==> config.mk <==
export PLATFORM = sky130hd
export DESIGN_NAME = ex_stage
export DESIGN_NICKNAME = d
export VERILOG_FILES = /design/src/rtl/ex_stage.sv
export SDC_FILE = /design/constraint.sdc
export NUM_CORES = 2
export LEC_CHECK = 0
export CAP_MARGIN = 10
export CORE_ASPECT_RATIO = 1.4
export CORE_UTILIZATION = 40
export CTS_CLUSTER_SIZE = 28
export DETAILED_ROUTE_END_ITERATION = 10
export PLACE_DENSITY = 0.65
export SKIP_LAST_GASP = 1
export SLEW_MARGIN = 20
export SYNTH_ARGS = -nofsm -noshare
export SYNTH_HDL_FRONTEND = slang
export SYNTH_SLANG_ARGS = --single-unit
==> constraint.sdc <==
create_clock -name clk_i -period 8.15 [get_ports clk_i]
set_input_delay 0.815 -clock clk_i [delete_from_list [all_inputs] [get_ports clk_i]]
set_output_delay 0.815 -clock clk_i [all_outputs]
set_load 0.03 [all_outputs]
==> src/rtl/ex_stage.sv <==
// ex_stage: execute stage with single-cycle RV32I ALU and iterative RV32M multiply/divide
package ex_pkg;
   localparam int DATA_WIDTH = 32;
   typedef enum logic [3:0] {
      ALU_ADD, ALU_SUB, ALU_SLL, ALU_SLT, ALU_SLTU,
      ALU_XOR, ALU_SRL, ALU_SRA, ALU_OR, ALU_AND
   } alu_op_e;
   typedef struct packed {
      logic       we;
      logic [4:0] rd;
   } wb_t;
   typedef struct packed {
      logic [DATA_WIDTH-1:0] pc;
      logic [DATA_WIDTH-1:0] op_a;
      logic [DATA_WIDTH-1:0] op_b;
      alu_op_e               alu_op;
      logic                  is_md;
      logic [2:0]            md_op;
      logic [1:0]            branch_mux;
      logic [DATA_WIDTH-1:0] branch_addr;
      logic                  mem_we;
      logic [DATA_WIDTH-1:0] mem_wdata;
      wb_t                   wb;
   } id2ex_t;
   typedef struct packed {
      id2ex_t                id;
      logic [DATA_WIDTH-1:0] alu_result;
      wb_t                   wb;
   } ex2mem_t;
endpackage

module ex_stage
   import ex_pkg::*;
#(
   parameter int MD_CYCLES = 32
) (
   input  logic    clk_i,
   input  logic    rst_ni,
   input  id2ex_t  ex_pipeline_i,
   input  logic    ex_valid_i,
   input  logic    flush_i,
   output ex2mem_t mem_pipeline_o,
   output logic    mem_valid_o,
   output logic    stall_o
);
   localparam int CW = $clog2(MD_CYCLES);
   typedef enum logic [1:0] {IDLE, BUSY, DONE} state_e;
   state_e        state_q, state_d;
   logic [CW-1:0] cnt_q, cnt_d;
   logic [63:0]   acc_q, acc_d;
   logic [31:0]   b_q, b_d;
   logic [2:0]    op_q, op_d;
   logic          neg_q, neg_d;
   ex2mem_t       mem_q, mem_d;
   logic          mem_valid_q, mem_valid_d;
   logic [31:0]   a, b, sra, alu_res;
   logic [4:0]    sh;
   logic [2:0]    md_op;
   logic          sa, sb, na, nb, div0, ovf, md_go;
   logic [31:0]   abs_a, abs_b;
   logic [32:0]   mul_sum, rem_sh;
   logic [31:0]   div_diff;
   logic          div_ge;
   logic [63:0]   mul_step, div_step, prod;
   logic [31:0]   quo, rem, md_res;

   // Single-cycle integer ALU; SRA kept in its own assignment so it stays signed
   always_comb begin
      a       = ex_pipeline_i.op_a;
      b       = ex_pipeline_i.op_b;
      sh      = b[4:0];
      sra     = $signed(a) >>> sh;
      alu_res = ex_pipeline_i.alu_op == ALU_ADD  ? a + b :
                ex_pipeline_i.alu_op == ALU_SUB  ? a - b :
                ex_pipeline_i.alu_op == ALU_SLL  ? a << sh :
                ex_pipeline_i.alu_op == ALU_SLT  ? {31'd0, $signed(a) < $signed(b)} :
                ex_pipeline_i.alu_op == ALU_SLTU ? {31'd0, a < b} :
                ex_pipeline_i.alu_op == ALU_XOR  ? a ^ b :
                ex_pipeline_i.alu_op == ALU_SRL  ? a >> sh :
                ex_pipeline_i.alu_op == ALU_SRA  ? sra :
                ex_pipeline_i.alu_op == ALU_OR   ? a | b :
                ex_pipeline_i.alu_op == ALU_AND  ? a & b : 32'd0;
   end

   // Operand preparation, special-case detection and per-cycle shift-add / restoring-divide steps
   always_comb begin
      md_op    = ex_pipeline_i.md_op;
      sa       = md_op == 3'd1 || md_op == 3'd2 || md_op == 3'd4 || md_op == 3'd6;
      sb       = md_op == 3'd1 || md_op == 3'd4 || md_op == 3'd6;
      na       = sa & a[31];
      nb       = sb & b[31];
      abs_a    = na ? -a : a;
      abs_b    = nb ? -b : b;
      div0     = md_op[2] && b == 32'd0;
      ovf      = md_op[2] && sb && a == 32'h8000_0000 && b == 32'hFFFF_FFFF;
      md_go    = state_q == IDLE && ex_valid_i && ex_pipeline_i.is_md && !flush_i;
      stall_o  = md_go || state_q == BUSY;
      mul_sum  = {1'b0, acc_q[63:32]} + (acc_q[0] ? {1'b0, b_q} : 33'd0);
      mul_step = {mul_sum, acc_q[31:1]};
      rem_sh   = {acc_q[63:32], acc_q[31]};
      div_ge   = rem_sh >= {1'b0, b_q};
      div_diff = rem_sh[31:0] - b_q;
      div_step = {div_ge ? div_diff : rem_sh[31:0], acc_q[30:0], div_ge};
      prod     = neg_q ? -acc_q : acc_q;
      quo      = neg_q ? -acc_q[31:0] : acc_q[31:0];
      rem      = neg_q ? -acc_q[63:32] : acc_q[63:32];
      md_res   = !op_q[2] ? (op_q[1:0] == 2'd0 ? prod[31:0] : prod[63:32]) : op_q[1] ? rem : quo;
   end

   // Multiply/divide FSM next state; special cases skip BUSY with the final value preloaded
   always_comb begin
      state_d = state_q;
      cnt_d   = cnt_q;
      acc_d   = acc_q;
      b_d     = b_q;
      op_d    = op_q;
      neg_d   = neg_q;
      case (state_q)
         IDLE: if (md_go) begin
            op_d = md_op;
            b_d  = abs_b;
            if (div0 || ovf) begin
               acc_d   = div0 ? {a, 32'hFFFF_FFFF} : {32'd0, 32'h8000_0000};
               neg_d   = 1'b0;
               state_d = DONE;
            end else begin
               acc_d   = {32'd0, abs_a};
               neg_d   = md_op[2] && md_op[1] ? na : na ^ nb;
               cnt_d   = CW'(MD_CYCLES - 1);
               state_d = BUSY;
            end
         end
         BUSY: if (flush_i) begin
            acc_d   = '0;
            b_d     = '0;
            cnt_d   = '0;
            state_d = IDLE;
         end else begin
            acc_d   = op_q[2] ? div_step : mul_step;
            cnt_d   = cnt_q - CW'(1);
            state_d = cnt_q == '0 ? DONE : BUSY;
         end
         DONE: state_d = IDLE;
         default: state_d = IDLE;
      endcase
   end

   // Output bundle: load the instruction when free to advance, otherwise a bubble holding other fields
   always_comb begin
      mem_d                   = mem_q;
      mem_d.id.mem_we         = 1'b0;
      mem_d.id.wb.we          = 1'b0;
      mem_d.id.branch_mux     = 2'd0;
      mem_d.wb.we             = 1'b0;
      mem_valid_d             = 1'b0;
      if (!stall_o && ex_valid_i && !flush_i) begin
         mem_d       = '{id: ex_pipeline_i, alu_result: state_q == DONE ? md_res : alu_res, wb: ex_pipeline_i.wb};
         mem_valid_d = 1'b1;
      end
   end

   // FSM, iteration registers and output register with asynchronous reset
   always_ff @(posedge clk_i or negedge rst_ni) begin
      if (!rst_ni) begin
         state_q     <= IDLE;
         cnt_q       <= '0;
         acc_q       <= '0;
         b_q         <= '0;
         op_q        <= '0;
         neg_q       <= 1'b0;
         mem_q       <= '0;
         mem_valid_q <= 1'b0;
      end else begin
         state_q     <= state_d;
         cnt_q       <= cnt_d;
         acc_q       <= acc_d;
         b_q         <= b_d;
         op_q        <= op_d;
         neg_q       <= neg_d;
         mem_q       <= mem_d;
         mem_valid_q <= mem_valid_d;
      end
   end

   assign mem_pipeline_o = mem_q;
   assign mem_valid_o    = mem_valid_q;
endmodule
==> run metrics <==
post-CTS setup buffers=0; Starting Density=40.6%; Horiz. Die Dim=234 um; I/O Pins=398; final setup TNS=0 ns; Die Ht=327 um; crit end category=flip-flop; P per Cell Area=238 mW/mm^2; Clk Latency, worst-skew pair=0.63 ns; failing checks=DRC; Hold Fails Final Rpt=0; flop2flop setup slack=3.52 ns; vias in the first global route=32,257; top cells by area, synth=dfrtp_1, nand2_1, ha_1; max capacitance violation total=0; CTS tree=built; Routed WL per cell=32.2 um; layout net count=4,453; layout cells sized above 1=7.61%; maximum VDD drop=0.165 mV; dpl hpwl=124 mm; status=complete, but fails checks; synth unique cells=90; Syn Inst Count=3,900; Worst Tran Pin Value=1.18 ns; gpl congestion=1.06; total grt overflow=0; Worst Path Required=8.69 ns; clk_skew=0.0322 ns; post-synth top area cell=dfrtp_1; first-pass GRT wire length=233 mm; FP Rows=118; sequential area share after synthesis=26.3%; synthesized area=0.0302 mm^2; Post-CTS Hold Buffers=0; placed cell area=0.0348 mm^2; H-Tree Depth=2; gr usage total=42.4%; CTS root buffer=clkbuf_16; routed vias=33,320; Worst setup SP type=input pin; DR pass1 iterations=9; leakage=0.0151 uW; top-area cell type share of the netlist area=26.3%; setup violators final=0; cell area after layout=0.0361 mm^2; initial antenna violation count=17; Max FO, Critical Path=16; post-cts sizing count=0; Port Buf Inserts=397; RSZ-0062 raised after global routing=no; Arr. time, crit path=5.73 ns; Period Utilization, post-route=63.7%; Residual DRC=22; Final Critical Period=5.19 ns; worst r2r path cells=12; ANT nets after route=0; Vias per Instance=6.54; syn nets=4,252; final worst slack=2.96 ns; post-synthesis sequential element count=317; most common cell after layout, fill and taps aside=nand2_1; Worst Hold Class=input pin to asynchronous set/reset pin; Avg Synthesized Cell Area=7.73 um^2; CTS Buf Count=37; Total Power=8600 uW; Post-synth EDFFs=0; Yosys warnings=0; DRT Wirelength=164 mm; clock tree buffer depth=3; FF-to-FF Start=acc_q[0]; commonest non-fill, non-tap cells in the layout=nand2_1, clkdlybuf4s50_1, o21ai_0; Worst Setup Path Type=input pin to flip-flop; Post-synth top flop=dfrtp_1; post-place setup slack=2.61 ns; Final Max Tran Viols=0; core area=0.0743 mm^2; clock slew at reported path FFs=0.06 ns; largest net degree at the start of global routing=120; FILL cells=7,343; die area=0.0765 mm^2; endpoint of the worst register-to-register path=acc_q[56]; Slew HR=20.5%; CTS sink cnt=317; fmax=0.193 GHz; FFs w/ async S/R, synth=100%; initial DRC count=4,093; area delta synth->final=19.7%
## worst max-delay path: stages
cell and delay [ns]:
clkdlybuf4s50_1 0.97, inv_1 0.42, ha_1 0.75, nand4_1 0.18, inv_1 0.10, o211ai_1 0.23, a21o_1 0.26, a22oi_1 0.61
a211oi_1 0.32, o311a_1 0.43, o41ai_1 0.38, o221a_2 0.24
## routing by layer
layer,vias to the layer above,GRT usage (%),wire length (um)
met4,18,33.2,15700
met2,2064,67.0,74800
met3,707,11.7,16000
li1,14530,-,-
met1,16001,47.9,57600
met5,-,0.128,110
## final cells by class
type | instances | area, um^2 | share of cell area (%)
timing repair buffer | 480 | 4610 | 12.8
multi-input combinational | 3102 | 20400 | 56.6
sequential | 317 | 7940 | 22.0
antenna | 7 | 17.5 | 0.0485
inverter | 163 | 614 | 1.70
tap | 960 | 1200 | 3.33
clock buffer | 47 | 1020 | 2.84
clock inverter | 19 | 264 | 0.731
## Yosys cell counts (14+ instances only)
cell type / number
a31oi_1: 63
a221o_1: 14
nor2_1: 325
o41ai_1: 21
or3_1: 38
mux2i_1: 62
o21a_1: 32
nand2_1: 645
a221oi_1: 31
o21bai_1: 18
clkbuf_1: 260
nand2b_1: 37
and3_1: 24
xor2_1: 59
o21ai_0: 333
o221a_2: 20
nor3_1: 75
buf_1: 32
o211ai_1: 20
and2_1: 19
nor2b_1: 26
o22ai_1: 28
inv_1: 160
nor4_1: 43
dfrtp_1: 317
nand4_1: 34
ha_1: 167
a21o_1: 57
nand3_1: 48
xnor2_1: 137
o31ai_1: 43
mux4_2: 69
a21oi_1: 261
or4_1: 18
buf_2: 18
a211oi_1: 41
o221ai_1: 45
o311a_1: 14
mux2_2: 18
## where the power goes
part	switching [uW]	leakage [uW]	internal (uW)
logic	2690	0.0105	1630
registers	515	0.00393	1910
clock network	816	0.000633	1030
## sequential cells by signal, indices dropped and copies added (netlist names)
| name | count |
|---|---|
| mem_pipeline_o | 209 |
| acc_q | 64 |
| b_q | 32 |
| cnt_q | 5 |
| op_q | 3 |
| state_q | 2 |
| mem_valid_o | 1 |
| neg_q | 1 |
## metrics by stage
| stage | utilization (%) | hold slack [ns] | cells |
|---|---|---|---|
| 3_3_place_gp | 46.8 | 0.456 | 5020 |
| 6_report | 48.6 | 0.201 | 5095 |
| 2_1_floorplan | - | 0.450 | 3900 |
| 5_1_grt | 48.6 | 0.272 | 5092 |
| 3_5_place_dp | 46.8 | 0.461 | 5020 |
| 4_1_cts | 48.5 | 0.254 | 5086 |
## how the worst max path moves through the flow
stage | from | to | slack, ns | cells after the start
finish | ex_pipeline_i[124] | mem_pipeline_o[36] | 2.96 | 12
global route | ex_pipeline_i[124] | mem_pipeline_o[36] | 2.96 | 12
CTS | ex_pipeline_i[124] | mem_pipeline_o[36] | 3.21 | 12
detailed placement | ex_pipeline_i[124] | mem_pipeline_o[36] | 2.61 | 12
global placement | ex_pipeline_i[124] | mem_pipeline_o[36] | 2.63 | 12
floorplan | ex_pipeline_i[84] | mem_pipeline_o[37] | 3.64 | 16
## logic make-up (layout without fill, tap and decap cells)
family          after synthesis  count (layout)  synth area share [%]
simple gates               1387            1387                  20.6
compound gates             1199            1199                  26.1
buf+inv                     481             709                  6.19
flops                       317             317                  26.3
xor+xnor                    196             196                  5.69
fa+ha+maj                   171             171                  7.20
mux                         149             149                  7.88
other cells                   0               7                     0
(Power assumes the default switching activity.)
